**config.mk**
```make
export PLATFORM = sky130hd
export DESIGN_NAME = pipe_id_buf
export DESIGN_NICKNAME = d
export VERILOG_FILES = /design/src/rtl/pipe_id_buf.sv
export SDC_FILE = /design/constraint.sdc
export NUM_CORES = 1
export LEC_CHECK = 0
export ABC_AREA = 1
export BUFFER_PORTS_ARGS = -buffer_cell sky130_fd_sc_hd__buf_4
export CAP_MARGIN = 20
export CORE_MARGIN = 3
export CORE_UTILIZATION = 35
export CTS_CLUSTER_DIAMETER = 80
export DETAILED_ROUTE_END_ITERATION = 6
export GPL_TIMING_DRIVEN = 1
export HOLD_SLACK_MARGIN = 0.06
export PLACE_DENSITY_LB_ADDON = 0.05
export SLEW_MARGIN = 20
export SYNTH_ARGS = -nofsm -noshare
export SYNTH_HDL_FRONTEND = slang
export SYNTH_SLANG_ARGS = --single-unit
```
**constraint.sdc**
```tcl
create_clock -name clk -period 8.8 [get_ports clk]
set_input_delay 0.88 -clock clk [delete_from_list [all_inputs] [get_ports clk]]
set_output_delay 0.88 -clock clk [all_outputs]
set_load 0.005 [all_outputs]
```
**src/rtl/pipe_id_buf.sv**
```systemverilog
// pipe_id_buf: decode-front instruction buffer for the MIPS pipeline.
// A DEPTH-entry circular FIFO of {pc, instr} sits between IF and ID so that
// IF can keep fetching while ID stalls. The head entry's source registers are
// resolved against NFWD prioritised bypass sources (index 0 = youngest,
// highest priority). A winning source whose result is still pending stalls
// the head.
//
// Ports:
//   clk, rst_n               clock, asynchronous active-low reset
//   if_validto, if_pc,       IF offer; accepted when id_allowin is high
//   if_instr, id_allowin
//   exe_allowin,             EXE handshake; the head pops when both are high
//   id_exe_validto
//   flush                    discards buffered and incoming entries
//   rsc, rtc / rs_rf, rt_rf  regfile read addresses and read data
//   fwd_valid, fwd_pending,  bypass sources, packed per source index
//   fwd_rdc, fwd_data
//   pc_out, instr_out        head entry
//   rs_out, rt_out           forwarded operands
//   stall                    head is blocked by a pending producer
//   count                    buffer occupancy
//   stall_cnt                saturating count of stall cycles
module pipe_id_buf #(
  parameter int DEPTH = 4,
  parameter int NFWD  = 3,
  parameter int CNT_W = 32
) (
  input  logic                         clk,
  input  logic                         rst_n,
  input  logic                         if_validto,
  input  logic [31:0]                  if_pc,
  input  logic [31:0]                  if_instr,
  output logic                         id_allowin,
  input  logic                         exe_allowin,
  output logic                         id_exe_validto,
  input  logic                         flush,
  output logic [4:0]                   rsc,
  output logic [4:0]                   rtc,
  input  logic [31:0]                  rs_rf,
  input  logic [31:0]                  rt_rf,
  input  logic [NFWD-1:0]              fwd_valid,
  input  logic [NFWD-1:0]              fwd_pending,
  input  logic [5*NFWD-1:0]            fwd_rdc,
  input  logic [32*NFWD-1:0]           fwd_data,
  output logic [31:0]                  pc_out,
  output logic [31:0]                  instr_out,
  output logic [31:0]                  rs_out,
  output logic [31:0]                  rt_out,
  output logic                         stall,
  output logic [$clog2(DEPTH+1)-1:0]   count,
  output logic [CNT_W-1:0]             stall_cnt
);

  localparam int PTR_W = $clog2(DEPTH);
  localparam int OCC_W = $clog2(DEPTH+1);

  logic [31:0]      pc_mem_q    [DEPTH];
  logic [31:0]      pc_mem_d    [DEPTH];
  logic [31:0]      instr_mem_q [DEPTH];
  logic [31:0]      instr_mem_d [DEPTH];
  logic [PTR_W-1:0] wr_ptr_q, wr_ptr_d;
  logic [PTR_W-1:0] rd_ptr_q, rd_ptr_d;
  logic [OCC_W-1:0] count_q, count_d;
  logic [CNT_W-1:0] stall_cnt_q, stall_cnt_d;

  logic        head_valid;
  logic        push;
  logic        pop;
  logic        haz_rs, haz_rt;
  logic [31:0] rs_fwd, rt_fwd;
  logic [31:0] head_instr;

  function automatic logic [CNT_W-1:0] sat_inc(input logic [CNT_W-1:0] v);
    return (&v) ? v : v + CNT_W'(1);
  endfunction

  // Head entry: visible one cycle after it was written; when empty the
  // outputs simply show whatever storage the read pointer addresses.
  assign head_instr = instr_mem_q[rd_ptr_q];
  assign head_valid = (count_q != '0);
  assign pc_out     = pc_mem_q[rd_ptr_q];
  assign instr_out  = head_instr;
  assign rsc        = head_instr[25:21];
  assign rtc        = head_instr[20:16];

  // Bypass resolution: scan from lowest priority upward so the
  // lowest-index matching source overrides everything below it, including
  // the pending flag of lower-priority matches.
  always_comb begin
    rs_fwd = rs_rf;
    rt_fwd = rt_rf;
    haz_rs = 1'b0;
    haz_rt = 1'b0;
    for (int i = NFWD-1; i >= 0; i--) begin
      if (fwd_valid[i] && (fwd_rdc[5*i +: 5] != 5'd0)) begin
        if (fwd_rdc[5*i +: 5] == rsc) begin
          rs_fwd = fwd_data[32*i +: 32];
          haz_rs = fwd_pending[i];
        end
        if (fwd_rdc[5*i +: 5] == rtc) begin
          rt_fwd = fwd_data[32*i +: 32];
          haz_rt = fwd_pending[i];
        end
      end
    end
    // $0 reads as zero regardless of the regfile port.
    if (rsc == 5'd0) rs_fwd = '0;
    if (rtc == 5'd0) rt_fwd = '0;
  end

  assign rs_out         = rs_fwd;
  assign rt_out         = rt_fwd;
  assign stall          = head_valid & (haz_rs | haz_rt);
  assign pop            = head_valid & ~stall & exe_allowin & ~flush;
  // Combinational through exe_allowin: a full buffer still accepts a push
  // when the head leaves in the same cycle.
  assign id_allowin     = (count_q < OCC_W'(DEPTH)) | pop;
  assign push           = if_validto & id_allowin & ~flush;
  assign id_exe_validto = head_valid & ~stall & ~flush;
  assign count          = count_q;
  assign stall_cnt      = stall_cnt_q;

  always_comb begin
    pc_mem_d    = pc_mem_q;
    instr_mem_d = instr_mem_q;
    wr_ptr_d    = wr_ptr_q;
    rd_ptr_d    = rd_ptr_q;
    count_d     = count_q;
    stall_cnt_d = stall ? sat_inc(stall_cnt_q) : stall_cnt_q;
    if (push) begin
      pc_mem_d[wr_ptr_q]    = if_pc;
      instr_mem_d[wr_ptr_q] = if_instr;
    end
    if (flush) begin
      wr_ptr_d = '0;
      rd_ptr_d = '0;
      count_d  = '0;
    end else begin
      // Pointers wrap naturally since DEPTH is a power of two.
      if (push) wr_ptr_d = wr_ptr_q + PTR_W'(1);
      if (pop)  rd_ptr_d = rd_ptr_q + PTR_W'(1);
      case ({push, pop})
        2'b10:   count_d = count_q + OCC_W'(1);
        2'b01:   count_d = count_q - OCC_W'(1);
        default: count_d = count_q;
      endcase
    end
  end

  // Register boundary: buffer storage, pointers and counters.
  always_ff @(posedge clk or negedge rst_n) begin
    if (!rst_n) begin
      for (int i = 0; i < DEPTH; i++) begin
        pc_mem_q[i]    <= '0;
        instr_mem_q[i] <= '0;
      end
      wr_ptr_q    <= '0;
      rd_ptr_q    <= '0;
      count_q     <= '0;
      stall_cnt_q <= '0;
    end else begin
      pc_mem_q    <= pc_mem_d;
      instr_mem_q <= instr_mem_d;
      wr_ptr_q    <= wr_ptr_d;
      rd_ptr_q    <= rd_ptr_d;
      count_q     <= count_d;
      stall_cnt_q <= stall_cnt_d;
    end
  end

endmodule

```
==> summary.txt <==
Clock tree
  • H-Tree Depth: 2
  • Hold-fix buffers, CTS: 0
  • CTS tree: done
  • Worst-Skew Late Latency: 550 ps
  • Post-CTS setup buffers: 0
  • Clk buf depth: 3
  • CTS root buf: clkbuf_16
  • Num CTS Buffers: 37
  • CTS clk-pin slew, worst paths: 60 ps
  • Cts repair resizes: 0
  • Clock sink total: 295

Logic synthesis
  • Post-synthesis sequential area ratio: 42.0%
  • Synth Area per Inst: 7.28 um^2
  • Post-synthesis cell count: 2413
  • #FFs+latches synth: 295
  • Count of different cell masters after synthesis: 38
  • Area contributors post-synth: dfrtp_1, nand2_1, nand4_1
  • Mux cell area share after synthesis: 0.976%
  • Top_reg_cell synth: dfrtp_1
  • Synth top area share: 42.0%
  • Synth Area in Compound Gates: 11.0%
  • Synth Area in Adders: 0.470%
  • EDFF count, synth: 0
  • Post-Synth Simple-Gate Area: 36.2%
  • Largest area contributor in the netlist: dfrtp_1
  • Mapped Area: 17600 um^2
  • Async set-reset flop share out of synthesis: 100%
  • Syn_nets: 2669
  • Synth warn: 0
  • XOR/XNOR share of the synthesized area: 1.74%
  • Largest family of logic cells by synthesized area: simple AND/OR/NAND/NOR gates

Worst setup path
  • WP data arrival: 4830 ps
  • Reg2Reg Depth: 19
  • CP Launch Point: rd_ptr_q[0]$_DFFE_PN0P_
  • Worst EP required: 7920 ps
  • Crit. End Element: primary output
  • FF-to-FF Start: rd_ptr_q[0]$_DFFE_PN0P_
  • R2R Setup Slk: 3370 ps
  • R2r endpoint: instr_mem_q[117]$_DFFE_PN0P_
  • Crit path capture: stall
  • CP Class: register to primary output
  • CP startpoint kind: register
  • Critical path peak fanout: 74

GRT
  • First-pass GRT wire length: 109 mm
  • Vias in the first global route: 18000
  • GRT Overall Usage: 25.8%
  • Initial antenna violation count: 1
  • Total grt overflow: 0
  • Pin count of the biggest net entering global routing: 184

STA
  • Headroom to the max-slew limit: 20.5%
  • RSZ-0062 raised after global routing: no
  • Max Slew Vio Count: 0
  • Clk_skew: 26.0 ps
  • Setup TNS Final: 0 ps
  • Worst hold slack: 326 ps
  • Fmax: 0.175 GHz
  • Final setup margin: 3090 ps
  • Hold Vio Cnt, Final: 0
  • Final worst path period need: 5710 ps
  • Period utilization: 64.8%
  • Final setup violation count: 0
  • Worst slew pin tran: 1190 ps

Power
  • Post-route total power: 0.00721 W
  • Cell Pwr Density: 327 nW/um^2
  • Leakage power total: 11.3 nW
  • Maximum vdd ir drop: 0.259 mV

Floorplan
  • Die W: 230 um
  • Initial Util: 35.7%
  • Die height: 230 um
  • FP Rows: 81
  • Total die area: 52900 um^2
  • Top Ports: 426
  • Core area: 49300 um^2

Detailed routing
  • Vias per cell: 5.46
  • DRT iter0 DRCs: 1540
  • DR vias: 18500
  • WL final: 70.8 mm
  • Routed WL per cell: 20.9 um
  • Total iterations of the first detailed-routing run: 6
  • Drt drc: 0
  • DRT antenna net count: 0

Placement
  • IO Port Bufs: 425
  • Placement Setup Slack: 3430 ps
  • Detailed Place HPWL: 44.6 mm
  • Final GP Congestion: 0.938
  • Placed cell areas: 20800 um^2

Hold path
  • Worst hold path class: input pin to async pin

Layout
  • Post-route cell area: 22100 um^2
  • Total Nets Final: 2951
  • Share of layout cells above drive strength 1: 20.5%
  • Area growth syn-to-layout: 25.6%

Job
  • Count of maximum capacitance violations: 0

Outcome
  • Status: complete, no violations
-- stage by stage --
step	instances	utilization, %
6_report	3388	44.8
5_1_grt	3387	44.8
4_1_cts	3386	44.8
3_5_place_dp	3320	42.2
3_3_place_gp	3320	42.2
2_1_floorplan	2413	-
-- flip-flops by register name, summed over array words and instances, names as in the netlist --
name and count:
instr_mem_q 128, pc_mem_q 128, stall_cnt 32, count 3, rd_ptr_q 2, wr_ptr_q 2
-- cell families (layout without fill, tap and decap cells) --
| logic type | count (synthesis) | after routing |
|---|---|---|
| other | 0 | 2 |
| AOI/OAI and AO/OA | 369 | 369 |
| DFF | 295 | 295 |
| xor gates and xnor gates | 35 | 35 |
| and+or+nand+nor | 1417 | 1417 |
| adders and majority gates | 6 | 6 |
| buffers and inverters | 278 | 587 |
| muxes | 13 | 13 |
-- per-layer routing --
metal | GRT usage, % | up-vias | routed length [um]
li1 | - | 8756 | -
met4 | 7.93 | 0 | 1900
met1 | 35.1 | 9012 | 31100
met2 | 42.4 | 639 | 33700
met5 | 0 | - | 0
met3 | 3.80 | 101 | 4140
-- cell usage after synthesis, types with 25 or more instances --
library cell,number
nand2_1,817
dfrtp_1,295
nand4_1,264
o21ai_0,242
nor2_1,163
clkbuf_1,127
nand3_1,122
a21oi_1,69
inv_1,64
o22ai_1,54
buf_2,30
xor2_1,29
buf_6,25
-- report_power, final --
part           internal [W]  switching, W
logic               0.00137       0.00199
registers           0.00192      0.000344
clock network      0.000972      0.000612
-- layout by cell type (no fill, tap or decap), types with 23 or more instances in the layout --
cell type / synthesis / layout
nand2_1: 817 / 817
buf_4: 17 / 450
dfrtp_1: 295 / 293
nand4_1: 264 / 264
o21ai_0: 242 / 242
nor2_1: 163 / 163
nand3_1: 122 / 119
a21oi_1: 69 / 69
inv_1: 64 / 64
o22ai_1: 54 / 54
clkbuf_16: 0 / 37
xor2_1: 29 / 29
nor3_1: 23 / 23
-- worst max-delay path, stage by stage (launching register included) --
cell     delay (ps)
dfrtp_4         870
buf_4           730
nand2_1         100
nand3_1         110
nand2_1         200
nand2_1         120
nand2_1          50
nor2_1          100
nand3_2         540
buf_4           490
nand2_1         100
nand2_1          70
nand2_1         110
nor2_4           60
nor2_4          320
buf_4           190
-- worst min path at each step --
stage | from | end | slack (ps) | depth (start not counted)
5_1_grt | rst_n | stall_cnt[14]$_DFFE_PN0P_ | 350 | 1
3_5_place_dp | instr_mem_q[78]$_DFFE_PN0P_ | instr_mem_q[78]$_DFFE_PN0P_ | 460 | 2
3_3_place_gp | pc_mem_q[85]$_DFFE_PN0P_ | pc_mem_q[85]$_DFFE_PN0P_ | 460 | 2
6_report | rst_n | stall_cnt[14]$_DFFE_PN0P_ | 330 | 1
4_1_cts | rst_n | stall_cnt[19]$_DFFE_PN0P_ | 330 | 1
2_1_floorplan | instr_mem_q[32]$_DFFE_PN0P_ | instr_mem_q[32]$_DFFE_PN0P_ | 440 | 2
-- cell type report --
| class | instances | area [um^2] |
|---|---|---|
| antenna | 2 | 5.00 |
| clock buffer | 53 | 1080 |
| clock inverter | 13 | 190 |
| fill | 5155 | 27200 |
| inverter | 68 | 265 |
| multi-input combinational | 1840 | 8880 |
| sequential | 295 | 7390 |
| tap | 664 | 831 |
| timing repair buffer | 453 | 3420 |
(Power assumes the default switching activity.)
